### config.mk
export PLATFORM = sky130hd
export DESIGN_NAME = byte_mem_sequencer
export DESIGN_NICKNAME = d
export VERILOG_FILES = /design/src/rtl/lsu_pkg.sv /design/src/rtl/lsu_load_extend.sv /design/src/rtl/byte_mem_sequencer.sv
export SDC_FILE = /design/constraint.sdc
export NUM_CORES = 1
export LEC_CHECK = 0
export ABC_AREA = 0
export ABC_CLOCK_PERIOD_IN_PS = 5630
export BUFFER_PORTS_ARGS = -buffer_cell sky130_fd_sc_hd__buf_2
export CORE_UTILIZATION = 40
export DETAILED_ROUTE_END_ITERATION = 8
export GPL_TIMING_DRIVEN = 0
export MAX_ROUTING_LAYER = met4
export PLACE_DENSITY = 0.62
export SYNTH_ARGS = -nofsm -noshare
export SYNTH_HDL_FRONTEND = slang
export SYNTH_SLANG_ARGS = --single-unit
### constraint.sdc
create_clock -name clk -period 5.63 [get_ports clk]
set_clock_uncertainty 0.05 [all_clocks]
set_input_delay 0.563 -clock clk [delete_from_list [all_inputs] [get_ports clk]]
set_output_delay 0.563 -clock clk [all_outputs]
set_load 0.05 [all_outputs]
### src/rtl/lsu_pkg.sv
// Shared load/store-unit definitions: RISC-V funct3 encodings, sequencer
// states and the access-size decode used by byte_mem_sequencer.
package lsu_pkg;

  localparam logic [2:0] F3_B  = 3'b000;
  localparam logic [2:0] F3_H  = 3'b001;
  localparam logic [2:0] F3_W  = 3'b010;
  localparam logic [2:0] F3_BU = 3'b100;
  localparam logic [2:0] F3_HU = 3'b101;

  typedef enum logic [1:0] {
    IDLE,
    ACCESS,
    RESP
  } state_e;

  // Number of bytes touched by a request; 0 marks an illegal funct3.
  function automatic logic [2:0] size_bytes(input logic we, input logic [2:0] funct3);
    logic [2:0] n;
    case (funct3)
      F3_B:    n = 3'd1;
      F3_H:    n = 3'd2;
      F3_W:    n = 3'd4;
      F3_BU:   n = we ? 3'd0 : 3'd1;
      F3_HU:   n = we ? 3'd0 : 3'd2;
      default: n = 3'd0;
    endcase
    return n;
  endfunction

endpackage

### src/rtl/lsu_load_extend.sv
// Combinational load-result formatter: sign/zero-extends the assembled
// little-endian word according to the load funct3.
module lsu_load_extend
  import lsu_pkg::*;
#(
  parameter int XLEN = 32
) (
  input  logic [XLEN-1:0] word,
  input  logic [2:0]      funct3,
  output logic [XLEN-1:0] rdata
);

  always_comb begin
    rdata = word;
    case (funct3)
      F3_B:    rdata = {{(XLEN-8){word[7]}}, word[7:0]};
      F3_H:    rdata = {{(XLEN-16){word[15]}}, word[15:0]};
      F3_BU:   rdata = {{(XLEN-8){1'b0}}, word[7:0]};
      F3_HU:   rdata = {{(XLEN-16){1'b0}}, word[15:0]};
      default: rdata = word;
    endcase
  end

endmodule

### src/rtl/byte_mem_sequencer.sv
// Splits one RISC-V load/store into 1, 2 or 4 single-byte accesses on an
// 8-bit asynchronous memory and returns the extended load result.
module byte_mem_sequencer
  import lsu_pkg::*;
#(
  parameter int ADDR_W = 13,
  parameter int XLEN   = 32
) (
  input  logic              clk,
  input  logic              rst,
  input  logic              req_valid,
  output logic              req_ready,
  input  logic              req_we,
  input  logic [2:0]        req_funct3,
  input  logic [XLEN-1:0]   req_addr,
  input  logic [XLEN-1:0]   req_wdata,
  output logic              rsp_valid,
  output logic [XLEN-1:0]   rsp_rdata,
  output logic              rsp_err,
  output logic [ADDR_W-1:0] mem_address,
  output logic [7:0]        mem_data_in,
  output logic              mem_rden,
  output logic              mem_wren,
  input  logic [7:0]        mem_data_out
);

  state_e            state_q, state_d;
  logic [1:0]        cnt_q, cnt_d;
  logic [2:0]        nbytes_q, nbytes_d;
  logic [ADDR_W-1:0] base_q, base_d;
  logic [XLEN-1:0]   wdata_q, wdata_d;
  logic              we_q, we_d;
  logic [2:0]        funct3_q, funct3_d;
  logic              err_q, err_d;
  logic [XLEN-1:0]   asm_q, asm_d;

  logic              req_ready_q, req_ready_d;
  logic              rsp_valid_q, rsp_valid_d;
  logic              rsp_err_q, rsp_err_d;
  logic [XLEN-1:0]   rsp_rdata_q, rsp_rdata_d;
  logic [ADDR_W-1:0] mem_address_q, mem_address_d;
  logic [7:0]        mem_data_in_q, mem_data_in_d;
  logic              mem_rden_q, mem_rden_d;
  logic              mem_wren_q, mem_wren_d;

  logic [2:0]        req_nbytes;
  logic              req_bad;
  logic [XLEN-1:0]   ext_rdata;

  assign req_nbytes = size_bytes(req_we, req_funct3);
  assign req_bad    = (req_nbytes == 3'd0) || (|req_addr[XLEN-1:ADDR_W]);

  // Fed with the next assembly value so the last captured byte is included.
  lsu_load_extend #(.XLEN(XLEN)) u_extend (
    .word   (asm_d),
    .funct3 (funct3_d),
    .rdata  (ext_rdata)
  );

  always_comb begin
    state_d  = state_q;
    cnt_d    = cnt_q;
    nbytes_d = nbytes_q;
    base_d   = base_q;
    wdata_d  = wdata_q;
    we_d     = we_q;
    funct3_d = funct3_q;
    err_d    = err_q;
    asm_d    = asm_q;

    case (state_q)
      IDLE: begin
        if (req_valid) begin
          base_d   = req_addr[ADDR_W-1:0];
          wdata_d  = req_wdata;
          we_d     = req_we;
          funct3_d = req_funct3;
          nbytes_d = req_nbytes;
          err_d    = req_bad;
          cnt_d    = 2'd0;
          asm_d    = '0;
          state_d  = req_bad ? RESP : ACCESS;
        end
      end
      ACCESS: begin
        if (!we_q) asm_d[{cnt_q, 3'b000} +: 8] = mem_data_out;
        if ({1'b0, cnt_q} == nbytes_q - 3'd1) begin
          state_d = RESP;
        end else begin
          cnt_d = cnt_q + 2'd1;
        end
      end
      RESP: state_d = IDLE;
      default: state_d = IDLE;
    endcase

    // Outputs are registered: derive them from the next-state values.
    req_ready_d   = (state_d == IDLE);
    rsp_valid_d   = (state_d == RESP);
    rsp_err_d     = (state_d == RESP) && err_d;
    rsp_rdata_d   = ((state_d == RESP) && !err_d && !we_d) ? ext_rdata : '0;
    mem_rden_d    = (state_d == ACCESS) && !we_d;
    mem_wren_d    = (state_d == ACCESS) && we_d;
    mem_address_d = (state_d == ACCESS) ? base_d + ADDR_W'(cnt_d) : '0;
    mem_data_in_d = mem_wren_d ? wdata_d[{cnt_d, 3'b000} +: 8] : '0;
  end

  // Async reset clears the strobe flops directly, aborting any access at once.
  always_ff @(posedge clk or posedge rst) begin
    if (rst) begin
      state_q       <= IDLE;
      cnt_q         <= '0;
      nbytes_q      <= '0;
      base_q        <= '0;
      wdata_q       <= '0;
      we_q          <= 1'b0;
      funct3_q      <= '0;
      err_q         <= 1'b0;
      asm_q         <= '0;
      req_ready_q   <= 1'b1;
      rsp_valid_q   <= 1'b0;
      rsp_err_q     <= 1'b0;
      rsp_rdata_q   <= '0;
      mem_address_q <= '0;
      mem_data_in_q <= '0;
      mem_rden_q    <= 1'b0;
      mem_wren_q    <= 1'b0;
    end else begin
      state_q       <= state_d;
      cnt_q         <= cnt_d;
      nbytes_q      <= nbytes_d;
      base_q        <= base_d;
      wdata_q       <= wdata_d;
      we_q          <= we_d;
      funct3_q      <= funct3_d;
      err_q         <= err_d;
      asm_q         <= asm_d;
      req_ready_q   <= req_ready_d;
      rsp_valid_q   <= rsp_valid_d;
      rsp_err_q     <= rsp_err_d;
      rsp_rdata_q   <= rsp_rdata_d;
      mem_address_q <= mem_address_d;
      mem_data_in_q <= mem_data_in_d;
      mem_rden_q    <= mem_rden_d;
      mem_wren_q    <= mem_wren_d;
    end
  end

  assign req_ready   = req_ready_q;
  assign rsp_valid   = rsp_valid_q;
  assign rsp_err     = rsp_err_q;
  assign rsp_rdata   = rsp_rdata_q;
  assign mem_address = mem_address_q;
  assign mem_data_in = mem_data_in_q;
  assign mem_rden    = mem_rden_q;
  assign mem_wren    = mem_wren_q;

endmodule

Word-level counts from Yosys, hierarchy flattened
Index checks and enable logic that the tools add are counted.
{"block": "word_totals", "reg_bits": 147, "in_bits": 79, "output_inout_bits": 58, "wordCells": 78}
{"block": "op_classes", "addsub": 4, "n_eq_ne": 11, "n_shift": 3, "mux": 28, "reduce_logical": 15}
{"op": "32-bit two-way mux", "count": 5}
{"op": "32-bit case mux with 4 select lines", "count": 1}
{"op": "32-bit case mux with 2 select lines", "count": 1}
{"op": "13-bit two-way mux", "count": 3}
{"op": "32-bit bitwise mux", "count": 1}
{"op": "8-bit by 7-bit variable shift with 32-bit output, first input constant", "count": 1}
{"op": "32-bit by 6-bit indexed part select with 8-bit output", "count": 1}
{"op": "8-bit by 7-bit indexed part select with 32-bit output", "count": 1}
{"op": "19-bit OR reduction", "count": 1}
{"op": "3-bit case mux with 5 select lines", "count": 1}
{"op": "13-bit by 2-bit adder with 13-bit output", "count": 1}
{"op": "3-bit == test, second input constant", "count": 4}
{"op": "2-bit two-way mux", "count": 6}
{"op": "3-bit zero test", "count": 3}
{"op": "8-bit two-way mux", "count": 1}
{"op": "2-bit case mux with 2 select lines", "count": 2}
{"op": "5-bit negation with 7-bit output", "count": 1}
{"op": "3-bit by 1-bit == test with 1-bit output, second input constant", "count": 2}
{"op": "3-bit two-way mux", "count": 2}
{"op": "1-bit logical AND", "count": 5}
{"op": "1-bit two-way mux", "count": 5}
{"op": "2-bit by 1-bit == test with 1-bit output, second input constant", "count": 2}
{"op": "2-bit zero test", "count": 2}
{"op": "2-bit by 3-bit == test with 1-bit output", "count": 1}
{"op": "other kinds (7)", "count": 8}

Longest topological paths before layout
{"block": "depth", "word_depth": 11, "ltp_mapped": 12, "depth_no_buf": 12}

Cells and area by module
From an unflattened synthesis, not the netlist that was laid out.
{"block": "hier_totals", "cells_unflattened": 587, "hier_area_um2": 6254.7}
{"mod": "byte_mem_sequencer", "n_inst": 1, "cells_per_inst": 520, "area_per_inst_um2": 5899.4, "seq_area_each_um2": 3679.8}
{"mod": "lsu_load_extend", "n_inst": 1, "cells_per_inst": 67, "area_per_inst_um2": 355.3, "seq_area_each_um2": 0.0}

Least setup slack after synthesis
No wires, ideal clock.
{"block": "synth_path", "path_type": "register to register", "from": "register nbytes_q[0]", "to": "register mem_address_q[11] (netlist: mem_address[11])", "setup_time_ns": 0.128, "arrival_ns": 3.129, "t_required_ns": 5.452, "slack_ns": 2.323, "stages_incl_launch_ff": 12, "path_buffers": 1, "period_less_slack_ns": 3.307, "path_cell_list": "dfrtp_1 > inv_1 > ha_1 > xnor2_1 > o31ai_1 > mux2i_2 > buf_4 > ha_1 > a21oi_1 > nor4_4 > nor3b_2 > mux2_1"}
{"block": "synth_between", "elab_chain_len": 6, "word_cells_on_any_way": 9, "cone_classes": "2 x add/sub; 2 x eq/ne; 5 x mux"}
{"element": "start: declaration", "line_no": "byte_mem_sequencer.sv:29", "text": "logic [2:0] nbytes_q, nbytes_d;"}
{"element": "start signal: assignment", "line_no": "byte_mem_sequencer.sv:131", "text": "nbytes_q <= nbytes_d;"}
{"element": "3-bit by 1-bit subtractor with 3-bit output", "line_no": "byte_mem_sequencer.sv:87", "text": "if ({1'b0, cnt_q} == nbytes_q - 3'd1) begin"}
{"element": "2-bit by 3-bit == test with 1-bit output", "line_no": "byte_mem_sequencer.sv:87"}
{"element": "2-bit two-way mux", "line_no": "byte_mem_sequencer.sv:87"}
{"element": "2-bit case mux with 2 select lines", "line_no": "byte_mem_sequencer.sv:71", "text": "case (state_q)"}
{"element": "net cnt_d[0]", "line_no": "byte_mem_sequencer.sv:28", "text": "logic [1:0] cnt_q, cnt_d;"}
{"element": "13-bit by 2-bit adder with 13-bit output", "line_no": "byte_mem_sequencer.sv:104", "text": "mem_address_d = (state_d == ACCESS) ? base_d + ADDR_W'(cnt_d) : '0;"}
{"element": "13-bit two-way mux", "line_no": "byte_mem_sequencer.sv:104"}
{"element": "net mem_address_d[11]", "line_no": "byte_mem_sequencer.sv:41", "text": "logic [ADDR_W-1:0] mem_address_q, mem_address_d;"}
{"element": "end signal: assignment", "line_no": "byte_mem_sequencer.sv:142", "text": "mem_address_q <= mem_address_d;"}
{"element": "end: declaration", "line_no": "byte_mem_sequencer.sv:41"}
The timed path passes the listed nets, and every way through them passes these cells.
A chain may end at the register's enable or synchronous reset.

Worst setup path after layout
{"block": "layout_path", "from": "register nbytes_q[0]", "to": "register mem_address_q[12] (netlist: mem_address[12])"}
Same word-level chain as after synthesis.

==> summary.md <==
| Metric | Value |
|---|---|
| FF+latch area | 0.003680 mm² |
| Worst rel slew slack | 32.51% |
| P_sw | 0.6672 mW |
| WL met2 | 7488 µm |
| Die area | 0.01615 mm² |
| Layout area overhead | 25.47% |
| Delay-heaviest family, CP | adder cells |
| Synth warn | 0 |
| Top layer in use | met4 |
| DR WL/cell | 16.29 µm |
| Layout cells sized above 1 | 26.98% |
| H-tree lvl count | 4 |
| RSZ-0062 raised after global routing | no |
| Worst Hold Class | in -> async |
| Final #Nets | 831 |
| Pin count of the biggest net entering global routing | 103 |
| Ports | 137 |
| R2R Setup Slk | 1.60 ns |
| Clock slew at reported path FFs | 0.06 ns |
| Die Wd | 127.1 µm |
| EDFF count, synth | 0 |
| Final GP Congestion | 0.8428 |
| Setup_tns | 0 ns |
| Tmin final | 4.033 ns |
| Root Driver | clkbuf_16 |
| Grt total ovfl | 0 |
| Vias | 4930 |
| Post-Syn Area per Cell | 10.66 µm² |
| Dpl ws | 1.604 ns |
| Post-Synthesis Net Count | 675 |
| Most frequent CP cell | ha_1 |
| First-pass GRT wire length | 25810 µm |
| Post-cts resize count | 0 |
| Critical R2R Launch | nbytes_q[0]$_DFFE_PP0P_ |
| FF-to-FF End | mem_address[12]$_DFF_PP0_ |
| Internal Power | 1.921 mW |
| HPWL Detailed | 11070 µm |
| Met1 wire length | 7187 µm |
| #FFs+latches synth | 147 |
| CP max-delay cell | mux2i_2 |
| WP data arrival | 4.32 ns |
| Clk_lat worst skew | 0.42 ns |
| Final antenna-violating net count | 0 |
| Asr flop ratio synth | 100.0% |
| Post-layout power | 2.589 mW |
| Crit path max fanout | 11 |
| Final core occ | 51.46% |
| Net Sw Frac | 25.78% |
| Worst Path Required | 5.92 ns |
| Bufs and invs on worst path | 2 |
| DR pass1 iterations | 5 |
| Fin. Hold Viols | 0 |
| Max Slew Vio Count | 0 |
| Antenna violations before repair | 0 |
| Clk sinks | 147 |
| Initial Utilization | 41.02% |
| Clock power frac | 45.3% |
| Iteration-0 DRC Markers | 318 |
| Deepest clock path buffer count | 2 |
| Top-count cell post-synth | nand2_1 |
| Max VDD drop | 218.8 µV |
| Leak | 4.166 nW |
| Status | completed |
| Via-to-Cell Ratio | 5.098 |
| Area occupied by multi-input gates | 0.002391 mm² |
| Die Height | 127.1 µm |
| Worst-Margin Slew | 1.010 ns |
| Most frequent cells after synthesis | nand2_1, dfrtp_1, a21oi_1 |
| Post-CTS Hold Buffers | 0 |
| Setup violators final | 0 |
| Wirelength, routed | 15760 µm |
| CTS tree | done |
| Sequential fraction of the synthesis area | 58.80% |
| IO buf count | 136 |
| Fin crit share | 71.63% |
| Largest area contributor in the netlist | dfrtp_1 |
| Wire length on met3 | 878 µm |
| Post-synth design cell area | 0.006259 mm² |
| CP peak stage delay | 0.73 ns |
| Reg power frac | 43.9% |
| Postcts setup bufs | 0 |
| Crit path setup slack, layout | 1.597 ns |
| # diodes | 0 |
| Crit path cell chain | inv_1 -> ha_1 -> xnor2_1 -> o31ai_1 -> mux2i_2 -> buf_4 -> ha_1 -> fa_1 -> nand4_2 -> or4_1 -> a21oi_1 |
| Core area | 0.01526 mm² |
| Crit. End Element | flip-flop |
| FMAX | 0.2480 GHz |
| Ys flop type | dfrtp_1 |
| Tot GR Track Use | 21.50% |
| Startpoint Class | flip-flop |
| Residual DRC count | 0 |
| Power Density | 329.6 mW/mm² |
| Logic gate share of total power | 10.7% |
| Yosys top cell area share | 58.38% |
| Syn Inst Count | 587 |
| Max_cap viols | 0 |
| DP Area | 0.007236 mm² |
| Netlist cell types | 64 |
| Kind of critical path | reg -> reg |
| Fillers | 1396 |
| Area contributors post-synth | dfrtp_1, nand2_1, mux2i_1, a21oi_1, o211a_1 |
| Final instance area | 0.007853 mm² |
| Reg2Reg Depth | 11 |
| Number of placement rows | 45 |
| Vias in the first global route | 5072 |
| Num CTS Buffers | 17 |
-- cell usage in the layout, fill, tap and decap left out, types with 6 or more instances in the layout --
cell	synthesis	final
a21oi_1	36	36
a22o_1	10	10
and2_1	11	11
and3_1	7	7
buf_2	9	145
clkbuf_1	11	11
clkbuf_16	0	17
dfrtp_1	146	146
ha_1	8	8
inv_1	12	11
mux2i_1	22	22
nand2_1	166	166
nand3_1	24	24
nor2_1	15	15
nor3_1	6	6
o211a_1	18	18
o22ai_1	8	8
-- worst reg2reg max path: stages, from the launching register on --
cell	delay, ns
dfrtp_1	0.35
inv_1	0.06
ha_1	0.30
xnor2_1	0.15
o31ai_1	0.55
mux2i_2	0.73
buf_4	0.37
ha_1	0.26
fa_1	0.27
nand4_2	0.20
or4_1	0.46
a21oi_1	0.19
-- metal layers --
layer	vias up	GRT usage, %
li1	2322	-
met1	2423	27.41
met2	166	33.84
met3	19	5.276
met4	0	6.933
met5	-	-
-- how the worst max path moves through the flow --
stage | from | to | cells past startpoint
5_1_grt | nbytes_q[0]$_DFFE_PP0P_ | mem_address[12]$_DFF_PP0_ | 11
4_1_cts | nbytes_q[0]$_DFFE_PP0P_ | mem_address[12]$_DFF_PP0_ | 11
3_5_place_dp | nbytes_q[0]$_DFFE_PP0P_ | mem_address[12]$_DFF_PP0_ | 11
3_3_place_gp | rst | mem_data_in[1]$_DFF_PP0_ | 2
2_1_floorplan | rst | asm_q[0]$_DFF_PP0_ | 1
6_report | nbytes_q[0]$_DFFE_PP0P_ | mem_address[12]$_DFF_PP0_ | 11
-- cell type report --
cell class | count | share of cell area, %
Clock inverter | 14 | 2.263
Inverter | 14 | 0.7330
Clock buffer | 18 | 5.593
Timing Repair Buffer | 137 | 9.018
Tap cell | 211 | 3.362
Multi-Input combinational cell | 400 | 30.45
Sequential cell | 147 | 46.86
Buffer | 26 | 1.721
-- stage by stage --
step / hold slack [ns] / instances
3_3_place_gp: 0.4021 / 934
3_5_place_dp: 0.4080 / 935
6_report: 0.1020 / 967
4_1_cts: 0.1099 / 967
5_1_grt: 0.1299 / 967
2_1_floorplan: 0.3901 / 587
-- sequential cells by signal (all words and copies together), names as in the netlist, 2 cells and up --
signal       cells
asm_q           32
mem_data_in      8
wdata_q         32
mem_address     13
nbytes_q         3
rsp_rdata       32
funct3_q         3
base_q          13
state_q          2
cnt_q            2
-- power groups by stage --
stage          Sequential (mW)  Combinational [mW]  Clock (mW)
5_1_grt                   1.14               0.311        1.24
6_report                  1.14               0.277        1.17
3_3_place_gp              1.15               0.266           0
3_5_place_dp              1.16               0.278           0
4_1_cts                   1.14               0.280        1.19
2_1_floorplan             1.16               0.178           0
-- kinds of logic after synthesis --
group           Yosys count  synth area share, %
compound gates           95                10.82
xor+xnor                  6               0.8397
fa+ha+maj                 9                1.919
buf+inv                  40                2.999
flops                   147                58.80
mux                      27                4.818
simple gates            263                19.81
(Power assumes the default switching activity.)
